### config.mk
export PLATFORM = sky130hd
export DESIGN_NAME = mux_sel_reg_flat
export DESIGN_NICKNAME = d
export VERILOG_FILES = /design/src/rtl/mux_sel_reg_if.sv /design/src/rtl/mux_sel_reg.sv /design/src/flat_wrapper.sv
export SDC_FILE = /design/constraint.sdc
export NUM_CORES = 1
export LEC_CHECK = 0
export ABC_AREA = 1
export CAP_MARGIN = 20
export CORE_AREA = 2 2 39 41
export CTS_CLUSTER_DIAMETER = 150
export DETAILED_ROUTE_END_ITERATION = 16
export DIE_AREA = 0 0 41 43
export GPL_TIMING_DRIVEN = 1
export PLACE_DENSITY = 0.8
export SYNTH_ARGS = -nofsm -noshare
export SYNTH_HDL_FRONTEND = slang
export SYNTH_SLANG_ARGS = --single-unit
### constraint.sdc
create_clock -name CLK -period 2.9 [get_ports CLK]
set_clock_uncertainty 0.1 [all_clocks]
set_input_delay 0.58 -clock CLK [delete_from_list [all_inputs] [get_ports CLK]]
set_output_delay 0.58 -clock CLK [all_outputs]
set_load 0.02 [all_outputs]
### src/rtl/mux_sel_reg_if.sv
// Stream bundle for mux_sel_reg: N input channels plus one registered output channel.
// Carries data, per-channel valid/ready, select controls and the output handshake.
// O_CHAN exists only when MUX_SEL_REG_CHAN_EN is defined.
interface mux_sel_reg_if #(
    parameter int N = 4,
    parameter int W = 2
);
    localparam int SELW = (N > 1) ? $clog2(N) : 1;

    logic [N*W-1:0]  I;
    logic [N-1:0]    I_VALID;
    logic [N-1:0]    I_READY;
    logic [SELW-1:0] S;
    logic            MODE;
    logic [W-1:0]    O;
    logic            O_VALID;
    logic            O_READY;
`ifdef MUX_SEL_REG_CHAN_EN
    logic [SELW-1:0] O_CHAN;
`endif

    // Mux side: consumes channel inputs, drives readies and the output register.
    modport slave (
        input  I, I_VALID, S, MODE, O_READY,
`ifdef MUX_SEL_REG_CHAN_EN
        output O_CHAN,
`endif
        output I_READY, O, O_VALID
    );

    // Environment side: producers and the single consumer.
    modport master (
        output I, I_VALID, S, MODE, O_READY,
`ifdef MUX_SEL_REG_CHAN_EN
        input  O_CHAN,
`endif
        input  I_READY, O, O_VALID
    );
endinterface

### src/rtl/mux_sel_reg.sv
// N-channel W-bit registered mux, fixed select (MODE=0) or round-robin (MODE=1); MUX_SEL_REG_CHAN_EN adds O_CHAN.
// Latency: 1 cycle from input transfer to O_VALID; one word per cycle sustained.
// Backpressure: granted channel sees I_READY only when the output register is empty or draining.
module mux_sel_reg #(
    parameter int N = 4,
    parameter int W = 2
) (
    input  logic           CLK,
    input  logic           ASYNCRESETN,
    mux_sel_reg_if.slave   bus
);
    localparam int SELW = (N > 1) ? $clog2(N) : 1;

    logic [W-1:0]    o_dat_q, o_dat_d;
    logic            o_vld_q, o_vld_d;
    logic [SELW-1:0] ptr_q, ptr_d;
`ifdef MUX_SEL_REG_CHAN_EN
    logic [SELW-1:0] chan_q, chan_d;
`endif

    logic [SELW-1:0] grant_idx;
    logic            grant_vld;
    logic [W-1:0]    sel_dat;
    logic            can_load;
    logic            in_xfer;

    // Grant decision: fixed select or rotating-priority scan starting at ptr_q.
    always_comb begin
        grant_idx = '0;
        grant_vld = 1'b0;
        if (N == 1) begin
            // Single channel: plain register slice, select controls ignored.
            grant_vld = bus.I_VALID[0];
        end else if (!bus.MODE) begin
            // Out-of-range select matches no channel and so grants nothing.
            grant_idx = bus.S;
            for (int k = 0; k < N; k++) begin
                if (SELW'(k) == bus.S) begin
                    grant_vld = bus.I_VALID[k];
                end
            end
        end else begin
            // First pass covers ptr..N-1, second pass wraps to 0..ptr-1.
            for (int k = 0; k < N; k++) begin
                if (!grant_vld && (k >= int'(ptr_q)) && bus.I_VALID[k]) begin
                    grant_vld = 1'b1;
                    grant_idx = SELW'(k);
                end
            end
            for (int k = 0; k < N; k++) begin
                if (!grant_vld && (k < int'(ptr_q)) && bus.I_VALID[k]) begin
                    grant_vld = 1'b1;
                    grant_idx = SELW'(k);
                end
            end
        end
    end

    // Data of the granted channel.
    always_comb begin
        sel_dat = '0;
        for (int k = 0; k < N; k++) begin
            if (SELW'(k) == grant_idx) begin
                sel_dat = bus.I[k*W +: W];
            end
        end
    end

    // Handshake: one-hot ready toward the granted channel, forced low during reset.
    always_comb begin
        can_load    = !o_vld_q || bus.O_READY;
        in_xfer     = ASYNCRESETN && can_load && grant_vld;
        bus.I_READY = '0;
        for (int k = 0; k < N; k++) begin
            if (SELW'(k) == grant_idx) begin
                bus.I_READY[k] = in_xfer;
            end
        end
    end

    // Next state of the output register and round-robin pointer.
    always_comb begin
        o_dat_d = o_dat_q;
        o_vld_d = o_vld_q;
        ptr_d   = ptr_q;
`ifdef MUX_SEL_REG_CHAN_EN
        chan_d  = chan_q;
`endif
        if (in_xfer) begin
            o_dat_d = sel_dat;
            o_vld_d = 1'b1;
`ifdef MUX_SEL_REG_CHAN_EN
            chan_d  = grant_idx;
`endif
            // Pointer only advances on round-robin transfers; fixed mode leaves it alone.
            if (bus.MODE && (N > 1)) begin
                ptr_d = (int'(grant_idx) == N - 1) ? '0 : grant_idx + 1'b1;
            end
        end else if (o_vld_q && bus.O_READY) begin
            // Drain without refill: data is kept, only valid drops.
            o_vld_d = 1'b0;
        end
    end

    // State registers; reset discards any pending word.
    always_ff @(posedge CLK or negedge ASYNCRESETN) begin
        if (!ASYNCRESETN) begin
            o_dat_q <= '0;
            o_vld_q <= 1'b0;
            ptr_q   <= '0;
`ifdef MUX_SEL_REG_CHAN_EN
            chan_q  <= '0;
`endif
        end else begin
            o_dat_q <= o_dat_d;
            o_vld_q <= o_vld_d;
            ptr_q   <= ptr_d;
`ifdef MUX_SEL_REG_CHAN_EN
            chan_q  <= chan_d;
`endif
        end
    end

    assign bus.O       = o_dat_q;
    assign bus.O_VALID = o_vld_q;
`ifdef MUX_SEL_REG_CHAN_EN
    assign bus.O_CHAN  = chan_q;
`endif
endmodule

### src/flat_wrapper.sv
// flat-port wrapper written by rule: the top's interface ports become plain ports
module mux_sel_reg_flat 
#(
    parameter int N = 4,
    parameter int W = 2
)
  (CLK, ASYNCRESETN, bus_I, bus_I_VALID, bus_S, bus_MODE, bus_O_READY, bus_I_READY, bus_O, bus_O_VALID);
  mux_sel_reg_if #(.N(N), .W(W)) bus_i ();
  input  logic CLK;
  input  logic ASYNCRESETN;
  input wire logic [$bits(bus_i.I)-1:0] bus_I;
  input wire logic [$bits(bus_i.I_VALID)-1:0] bus_I_VALID;
  input wire logic [$bits(bus_i.S)-1:0] bus_S;
  input wire logic [$bits(bus_i.MODE)-1:0] bus_MODE;
  input wire logic [$bits(bus_i.O_READY)-1:0] bus_O_READY;
  output wire logic [$bits(bus_i.I_READY)-1:0] bus_I_READY;
  output wire logic [$bits(bus_i.O)-1:0] bus_O;
  output wire logic [$bits(bus_i.O_VALID)-1:0] bus_O_VALID;
  assign bus_i.I = bus_I;
  assign bus_i.I_VALID = bus_I_VALID;
  assign bus_i.S = bus_S;
  assign bus_i.MODE = bus_MODE;
  assign bus_i.O_READY = bus_O_READY;
  assign bus_I_READY = bus_i.I_READY;
  assign bus_O = bus_i.O;
  assign bus_O_VALID = bus_i.O_VALID;
  mux_sel_reg #(.N(N), .W(W)) u_core (.CLK(CLK), .ASYNCRESETN(ASYNCRESETN), .bus(bus_i));
endmodule
# After elaboration in Yosys (flattened, before gate mapping)
# Cells that the tools add are included.
word_totals:
  ff_bits: 5
  word_cells: 80
classes:
  n_addsub: 1
  order_cmp: 6
  eq_ne: 7
  muxes: 36
  reduce_logical: 27
ops:
  columns: ["cell", "count"]
  rows:
  - ["1-bit two-way mux", 25]
  - ["2-bit two-way mux", 11]
  - ["1-bit logical AND", 15]
  - ["2-bit equality test, first input constant", 4]
  - ["1-bit zero test", 7]
  - ["1-bit by 2-bit equality test with 1-bit output, first input constant", 2]
  - ["1-bit by 2-bit greater-or-equal comparator with 1-bit output, first input constant", 2]
  - ["2-bit zero test", 2]
  - ["1-bit by 2-bit < comparator with 1-bit output, first input constant", 2]
  - ["2-bit by 1-bit adder with 2-bit output, second input constant", 1]
  - ["2-bit by 1-bit equality test with 1-bit output, second input constant", 1]
  - ["2-bit greater-or-equal comparator, first input constant", 1]
  - ["2-bit < comparator, first input constant", 1]
  - ["2-bit AND reduction", 1]
  - ["2-bit nonzero test", 1]
  - ["1-bit logical OR", 1]

# Logic depth before layout (Yosys ltp)
# Gate-level depths: netlist (run 1).
depth:
  depth_word: 38
  depth_mapped: 16

# Worst setup path after synthesis (run 1)
# No wires, ideal clock.
synth_timing:
  kind: "input to output"
  start: "input bus_I_VALID[0]"
  end: "output bus_I_READY[3]"
  arrival_time_ps: 1784
  path_slack_ps: 436
  cell_stages: 10
  path_buffers: 0
  cell_sequence: "inv_1 > o21ai_0 > nor2_2 > nand4_1 > nand2_1 > o21ai_0 > inv_1 > ha_1 > inv_1 > nor2_1"
synth_between:
  elab_chain_cells: 34
  word_cells_on_any_way: 46
  cone_classes: "eq/ne: 1; mux: 26; reduce/logical: 19"
synth_rtl:
  columns: ["item", "line_no", "rtl"]
  rows:
  - ["from (decl)", "flat_wrapper.sv:12", "input wire logic [$bits(bus_i.I_VALID)-1:0] bus_I_VALID;"]
  - ["1-bit logical AND", "mux_sel_reg.sv:45", "if (!grant_vld && (k >= int'(ptr_q)) && bus.I_VALID[k]) begin"]
  - ["1-bit two-way mux", "mux_sel_reg.sv:45", null]
  - ["1-bit two-way mux", "mux_sel_reg.sv:34", "end else if (!bus.MODE) begin"]
  - ["1-bit zero test", "mux_sel_reg.sv:45", null]
  - ["1-bit logical AND (2 in series)", "mux_sel_reg.sv:45", null]
  - ["1-bit two-way mux", "mux_sel_reg.sv:45", null]
  - ["1-bit two-way mux", "mux_sel_reg.sv:34", null]
  - ["1-bit zero test", "mux_sel_reg.sv:45", null]
  - ["[... 16 more ...]", null, null]
  - ["1-bit two-way mux", "mux_sel_reg.sv:51", "if (!grant_vld && (k < int'(ptr_q)) && bus.I_VALID[k]) begin"]
  - ["1-bit two-way mux", "mux_sel_reg.sv:34", null]
  - ["1-bit zero test", "mux_sel_reg.sv:51", null]
  - ["1-bit logical AND (2 in series)", "mux_sel_reg.sv:51", null]
  - ["2-bit two-way mux or 1-bit two-way mux (tied branches)", "mux_sel_reg.sv:51", null]
  - ["2-bit two-way mux or 1-bit two-way mux (tied branches)", "mux_sel_reg.sv:34", null]
  - ["2-bit equality test or 1-bit logical AND (tied branches)", "mux_sel_reg.sv:75, mux_sel_reg.sv:72", null]
  - ["1-bit two-way mux *", "mux_sel_reg.sv:75", "if (SELW'(k) == grant_idx) begin"]
  - ["to (decl)", "flat_wrapper.sv:16", "output wire logic [$bits(bus_i.I_READY)-1:0] bus_I_READY;"]
# Every way passes the cells marked *; elsewhere a longest branch is shown, timed or not. The select of a mux whose other input is x is not followed.

# Final worst setup path (run 1)
layout_timing:
  start: "input bus_I_VALID[2]"
  end: "output bus_I_READY[1]"
layout_between:
  elab_chain_cells: 24
  word_cells_on_any_way: 33
  cone_classes: "eq/ne: 1; mux: 19; reduce/logical: 13"
layout_rtl:
  columns: ["item", "line_no"]
  rows:
  - ["1-bit logical AND", "mux_sel_reg.sv:45"]
  - ["1-bit two-way mux", "mux_sel_reg.sv:45"]
  - ["1-bit two-way mux", "mux_sel_reg.sv:34"]
  - ["1-bit zero test", "mux_sel_reg.sv:45"]
  - ["1-bit logical AND", "mux_sel_reg.sv:45"]
  - ["1-bit two-way mux", "mux_sel_reg.sv:45"]
  - ["1-bit two-way mux", "mux_sel_reg.sv:34"]
  - ["1-bit zero test", "mux_sel_reg.sv:51"]
  - ["[... 7 more ...]", null]
  - ["1-bit two-way mux", "mux_sel_reg.sv:51"]
  - ["1-bit two-way mux", "mux_sel_reg.sv:34"]
  - ["1-bit zero test", "mux_sel_reg.sv:51"]
  - ["1-bit logical AND (2 in series)", "mux_sel_reg.sv:51"]
  - ["2-bit two-way mux or 1-bit two-way mux (tied branches)", "mux_sel_reg.sv:51"]
  - ["2-bit two-way mux or 1-bit two-way mux (tied branches)", "mux_sel_reg.sv:34"]
  - ["1-bit by 2-bit equality test with 1-bit output or 1-bit logical AND (tied branches)", "mux_sel_reg.sv:75, mux_sel_reg.sv:72"]
  - ["1-bit two-way mux *", "mux_sel_reg.sv:75"]
# Marks and branches as above.

==> flow_metrics.env, run 1 <==
export IMPL_drive_gt1_frac=0.354
export IMPL_total_power_uw=471
export IMPL_vias_per_cell=4.87
export IMPL_seqPwrFrac=0.245
export IMPL_yosys_register_bits=5
export IMPL_grt_pass1_vias=778
export IMPL_area_growth_pct=92.3
export IMPL_r2r_end="u_core.bus.O[1]"
export IMPL_wl_um=1960
export IMPL_min_to="u_core.bus.O[0]"
export IMPL_crit_slowest_cell="clkdlybuf4s50_1"
export IMPL_setup_viol=0
export IMPL_power_switching_uw=188
export IMPL_ant_nets=0
export IMPL_ys_top_cells_by_area="dfrtp_1 (23%), nand2_1 (19%), inv_1 (12%)"
export IMPL_hold_slack_ns=0.381
export IMPL_netlist_area_um2=553
export IMPL_grt_usage=0.248
export IMPL_post_route_cell_area_mm2=0.00106
export IMPL_synth_net_count=114
export IMPL_grt_overflow_total=0
export IMPL_synth_top_area_share=0.226
export IMPL_drt_iter0_markers=12
export IMPL_clkTransAtPathRegs_ns=0.04
export IMPL_dr_total_vias=779
export IMPL_power_density_mw_per_mm2=443
export IMPL_n_antenna_cell=0
export IMPL_htreeDepth=1
export IMPL_cts_tree="done"
export IMPL_holdCritPathClass="flop to flop"
export IMPL_synth_cell_types=17
export IMPL_min_period_ns=2.87
export IMPL_cts_buffers=3
export IMPL_core_area_mm2=0.00138
export IMPL_grt_max_degree=6
export IMPL_crit_arrival_ns=2.19
export IMPL_crit_path_start_kind="primary input"
export IMPL_die_area_mm2=0.00176
export IMPL_min_path_cells=2
export IMPL_synth_top_area_cell="dfrtp_1"
export IMPL_hold_buffers=0
export IMPL_min_from="u_core.bus.O[0]"
export IMPL_power_frac_clock=0.161
export IMPL_avgRoutedWirePerCell_um=12.3
export IMPL_cp_cell_sequence="clkdlybuf4s50_1, nand2_2, nand2_2, nor2_4, nand2_1, nand3_1, nand2_2, inv_2, ha_2, inv_1, nor2_1, buf_4"
export IMPL_period_share=0.991
export IMPL_dp_hpwl_um=1490
export IMPL_clk_path_buf_depth=2
export IMPL_die_y_um=43
export IMPL_max_clock_freq_ghz=0.348
export IMPL_end_kind="primary output"
export IMPL_drc_errors=0
export IMPL_pin_count=25
export IMPL_worstSetupPathType="primary input to primary output"
export IMPL_status="finished clean"
export IMPL_worst_path_max_fanout=4
export IMPL_required_ns=2.22
export IMPL_rows=14
export IMPL_insertion_delay_ns=0.23
export IMPL_slew_headroom=0.809
export IMPL_drv_cap=0
export IMPL_regToRegSetupSlack_ns=0.51
export IMPL_reg2reg_depth=17
export IMPL_highest_layer="met4"
export IMPL_place_gp_congestion=0.879
export IMPL_ys_seq_area_frac=0.226
export IMPL_tns_ns=0
export IMPL_max_stage_delay_ns=0.43
export IMPL_p_comb_frac=0.594
export IMPL_die_x_um=41
export IMPL_met3_length_um=39
export IMPL_worst_slew_pin_slew_ns=0.284
export IMPL_syn_inst=92
export IMPL_cts_root_buf="clkbuf_4"
export IMPL_final_nets=167
export IMPL_layout_common_cells="nand2_1 (26), buf_4 (26), clkdlybuf4s50_1 (17)"
export IMPL_r2r_start="u_core.ptr_q[1]"
export IMPL_drt_pass1_iter_count=4
export IMPL_vdd_ir_drop_max_mv=0.371
export IMPL_portBuffers=24
export IMPL_wl_met1_um=741
export IMPL_cp_top_family="buffers and inverters"
export IMPL_ys_warn_count=0
export IMPL_sw_frac_of_total=0.400
export IMPL_leakagePower_uw=0.000585
export IMPL_finalHoldViolCount=0
export IMPL_antenna_found_initial=0
export IMPL_maxSlewViolCount=0
export IMPL_path_common_cell="nand2_2"
export IMPL_wl_met2_um=1140
export IMPL_cts_sinks=5
export IMPL_cp_num_buf_inv=4
export IMPL_placed_area_um2=971
export IMPL_syn_mean_instance_area_um2=6.01
export IMPL_p_int_uw=283
export IMPL_grt_pass1_wl_um=3000
export IMPL_start_util=0.400
[cell usage after synthesis]
library cell and n:
a21boi_0 1, a21oi_1 4, dfrtp_1 5, ha_1 4
inv_1 18, nand2_1 28, nand2_2 4, nand3_1 11
nand4_1 2, nand4_2 1, nor2_1 6, nor2_2 1
nor3_1 1, o211ai_1 2, o21ai_0 2, o21bai_1 1
or2_2 1
[flip-flops by register name, indices dropped and copies added, names as in the netlist]
name / count
u_core.bus.O_VALID: 1
u_core.bus.O: 2
u_core.ptr_q: 2
[metal layers]
layer	up-vias	track usage
met3	6	0.0419
met1	359	0.266
met2	18	0.428
li1	396	-
met5	-	0
met4	0	0.133
[area by class of cell]
| class | count | area, µm² |
|---|---|---|
| Clock buffer | 4 | 26.3 |
| Sequential cell | 5 | 125 |
| Multi-Input combinational cell | 69 | 412 |
| Inverter | 18 | 67.6 |
| Fill cell | 99 | 320 |
| Tap cell | 16 | 20.0 |
| Timing Repair Buffer | 48 | 413 |
[worst max path at each step]
| stage | cells after the start | slack, ns | to | startpoint |
|---|---|---|---|---|
| floorplan | 10 | 0.44 | bus_I_READY[3] | bus_I_VALID[0] |
| global placement | 12 | -0.44 | bus_I_READY[3] | bus_I_VALID[1] |
| detailed placement | 12 | -0.56 | bus_I_READY[3] | bus_I_VALID[0] |
| CTS | 12 | 0.02 | bus_I_READY[3] | bus_I_VALID[0] |
| global route | 12 | -0.08 | bus_I_READY[1] | bus_I_VALID[2] |
| finish | 12 | 0.03 | bus_I_READY[1] | bus_I_VALID[2] |
[power groups by stage]
stage	Combinational, µW	Sequential (µW)	Clock [µW]
floorplan	105	120	0
global placement	242	106	0
detailed placement	251	109	0
CTS	254	109	80.7
global route	310	117	81.3
finish	280	116	75.8
[per-stage QoR]
stage / std cells / util / worst slack [ns]
final: 160 / 0.769 / 0.0251
after global routing: 160 / 0.769 / -0.0842
after CTS: 157 / 0.720 / 0.0229
after detailed placement: 153 / 0.702 / -0.557
after global placement: 153 / 0.702 / -0.443
after floorplan: 92 / - / 0.436
[worst register-to-register path, stage by stage (launching register included)]
cell      delay (ns)
dfrtp_1         0.50
nand2_2         0.15
nand2_2         0.08
nand2_2         0.07
nor2_4          0.13
nand2_1         0.10
nand3_1         0.13
nand2_2         0.11
inv_2           0.09
ha_2            0.18
inv_1           0.05
buf_4           0.13
nand3_1         0.07
nand3_1         0.07
o211ai_1        0.09
nand2_1         0.07
nand3_1         0.08
nand2_1         0.08
[logic make-up after synthesis]
group / after synthesis / synth area share
AO/OA/AOI/OAI: 10 / 0.109
adder cells (fa/ha/maj): 4 / 0.0905
buffers and inverters: 18 / 0.122
flip-flops: 5 / 0.226
AND/OR/NAND/NOR: 55 / 0.452
[what timing repair did]
action                     CTS  global route
setup buffers                0             3
pin swaps                    0             3
resized for setup           25            15
setup endpoints to repair    4             4
(Power assumes the default switching activity.)
==> inputs of run 2 (changes only) <==
CTS_BUF_LIST = sky130_fd_sc_hd__clkbuf_8   (was not set)
==> run 2 against run 1 <==
Net effect: first-iteration DRC count is the same; total power grew 9.6%; critical endpoint unchanged; fmax is essentially flat; final cell count did not move; worst setup slack lost 0.00081 ns; utilization is 1.4 points higher.
==> flow_metrics.env, run 2 (synthesis results as in run 1) <==
export IMPL_status="finished clean"
export IMPL_ant_nets=0
export IMPL_worstSetupPathType="primary input to primary output"
export IMPL_insertion_delay_ns=0.22
export IMPL_hold_buffers=0
export IMPL_finalHoldViolCount=0
export IMPL_hold_slack_ns=0.379
export IMPL_slew_headroom=0.809
export IMPL_drc_errors=0
export IMPL_clk_path_buf_depth=2
export IMPL_clkTransAtPathRegs_ns=0.03
export IMPL_min_period_ns=2.88
export IMPL_die_area_mm2=0.00176
export IMPL_setup_viol=0
export IMPL_n_antenna_cell=0
export IMPL_max_clock_freq_ghz=0.348
export IMPL_vdd_ir_drop_max_mv=0.432
export IMPL_wl_um=1980
export IMPL_avgRoutedWirePerCell_um=12.4
export IMPL_area_growth_pct=95.7
export IMPL_die_y_um=43
export IMPL_crit_path_start_kind="primary input"
export IMPL_final_nets=167
export IMPL_cts_buffers=3
export IMPL_tns_ns=0
export IMPL_cts_tree="done"
export IMPL_post_route_util=0.782
export IMPL_holdCritPathClass="flop to flop"
export IMPL_place_gp_congestion=0.879
export IMPL_drive_gt1_frac=0.354
export IMPL_portBuffers=24
export IMPL_grt_pass1_wl_um=2990
export IMPL_end_kind="primary output"
export IMPL_die_x_um=41
export IMPL_htreeDepth=1
export IMPL_drt_iter0_markers=12
export IMPL_grt_pass1_vias=778
export IMPL_core_area_mm2=0.00138
export IMPL_crit_arrival_ns=2.20
export IMPL_layout_common_cells="nand2_1 (26), buf_4 (26), clkdlybuf4s50_1 (17)"
export IMPL_power_density_mw_per_mm2=477
export IMPL_dr_total_vias=783
export IMPL_grt_usage=0.247
export IMPL_leakagePower_uw=0.000597
export IMPL_cts_sinks=5
export IMPL_required_ns=2.22
export IMPL_grt_overflow_total=0
export IMPL_rows=14
export IMPL_cts_root_buf="clkbuf_8"
export IMPL_vias_per_cell=4.89
export IMPL_worst_slew_pin_slew_ns=0.284
export IMPL_dp_hpwl_um=1490
export IMPL_antenna_found_initial=0
export IMPL_period_share=0.992
export IMPL_grt_max_degree=6
export IMPL_start_util=0.400
export IMPL_worst_path_max_fanout=4
export IMPL_maxSlewViolCount=0
export IMPL_drt_pass1_iter_count=4
export IMPL_pin_count=25
export IMPL_drv_cap=0
==> run 2: cell types whose count changed in the layout (fill, tap and decap cells not counted) <==
cell | previous run | this run
clkbuf_4 | 3 | 0
clkbuf_8 | 0 | 3
clkbuf_1 | 1 | 0
inv_1 | 13 | 14
==> run 2: per-layer routing <==
layer,track usage,up-vias,share of wire
met1,0.262,361,0.38
met2,0.428,20,0.58
met5,0,-,0
met4,0.133,0,0.021
li1,-,396,-
met3,0.0419,6,0.024
==> run 2: through the flow <==
stage	cells	power [µW]	setup slack, ns	cell area (µm²)
finish	160	516	0.0243	1080
global route	160	552	-0.0842	1080
CTS	157	488	0.0229	1010
detailed placement	153	360	-0.557	971
global placement	153	348	-0.443	971
floorplan	92	226	0.436	553
==> run 2: worst max-delay path, cell delays in order <==
cell             delay (ns)
clkdlybuf4s50_1        0.43
nand2_2                0.08
nand2_2                0.07
nor2_4                 0.13
nand2_1                0.10
nand3_1                0.13
nand2_2                0.11
inv_2                  0.09
ha_2                   0.18
inv_1                  0.05
nor2_1                 0.09
buf_4                  0.14
==> run 2: cell type report <==
class	count	area [µm²]
clock inverter	1	3.75
inverter	18	67.6
multi-input combinational	69	412
tap	16	20.0
clock buffer	3	41.3
fill	96	302
timing repair buffer	48	413
sequential	5	125
==> run 2: power breakdown <==
part,switching [µW],internal [µW],total [µW]
combinational,138,141,280
clock,30.3,90.4,121
sequential,26.1,89.7,116
total,195,322,516
==> run 2: repair_timing <==
action                     in CTS  in global routing
resized for setup              25                 15
setup endpoints to repair       4                  4
pin swaps                       0                  3
buffers inserted                0                  3
==> run 2: worst paths after layout <==
| path | startpoint | to | slack, ns | cells past startpoint |
|---|---|---|---|---|
| max in group asynchronous | ASYNCRESETN | u_core.bus.O[0] | 2.04 | 2 |
| min reg2reg | u_core.bus.O[0] | u_core.bus.O[0] | 0.38 | 2 |
| min | u_core.bus.O[0] | u_core.bus.O[0] | 0.38 | 2 |
| min in group asynchronous | ASYNCRESETN | u_core.bus.O[1] | 0.56 | 2 |
| max | bus_I_VALID[2] | bus_I_READY[1] | 0.02 | 12 |
| max reg2reg | u_core.ptr_q[1] | u_core.bus.O[1] | 0.51 | 17 |
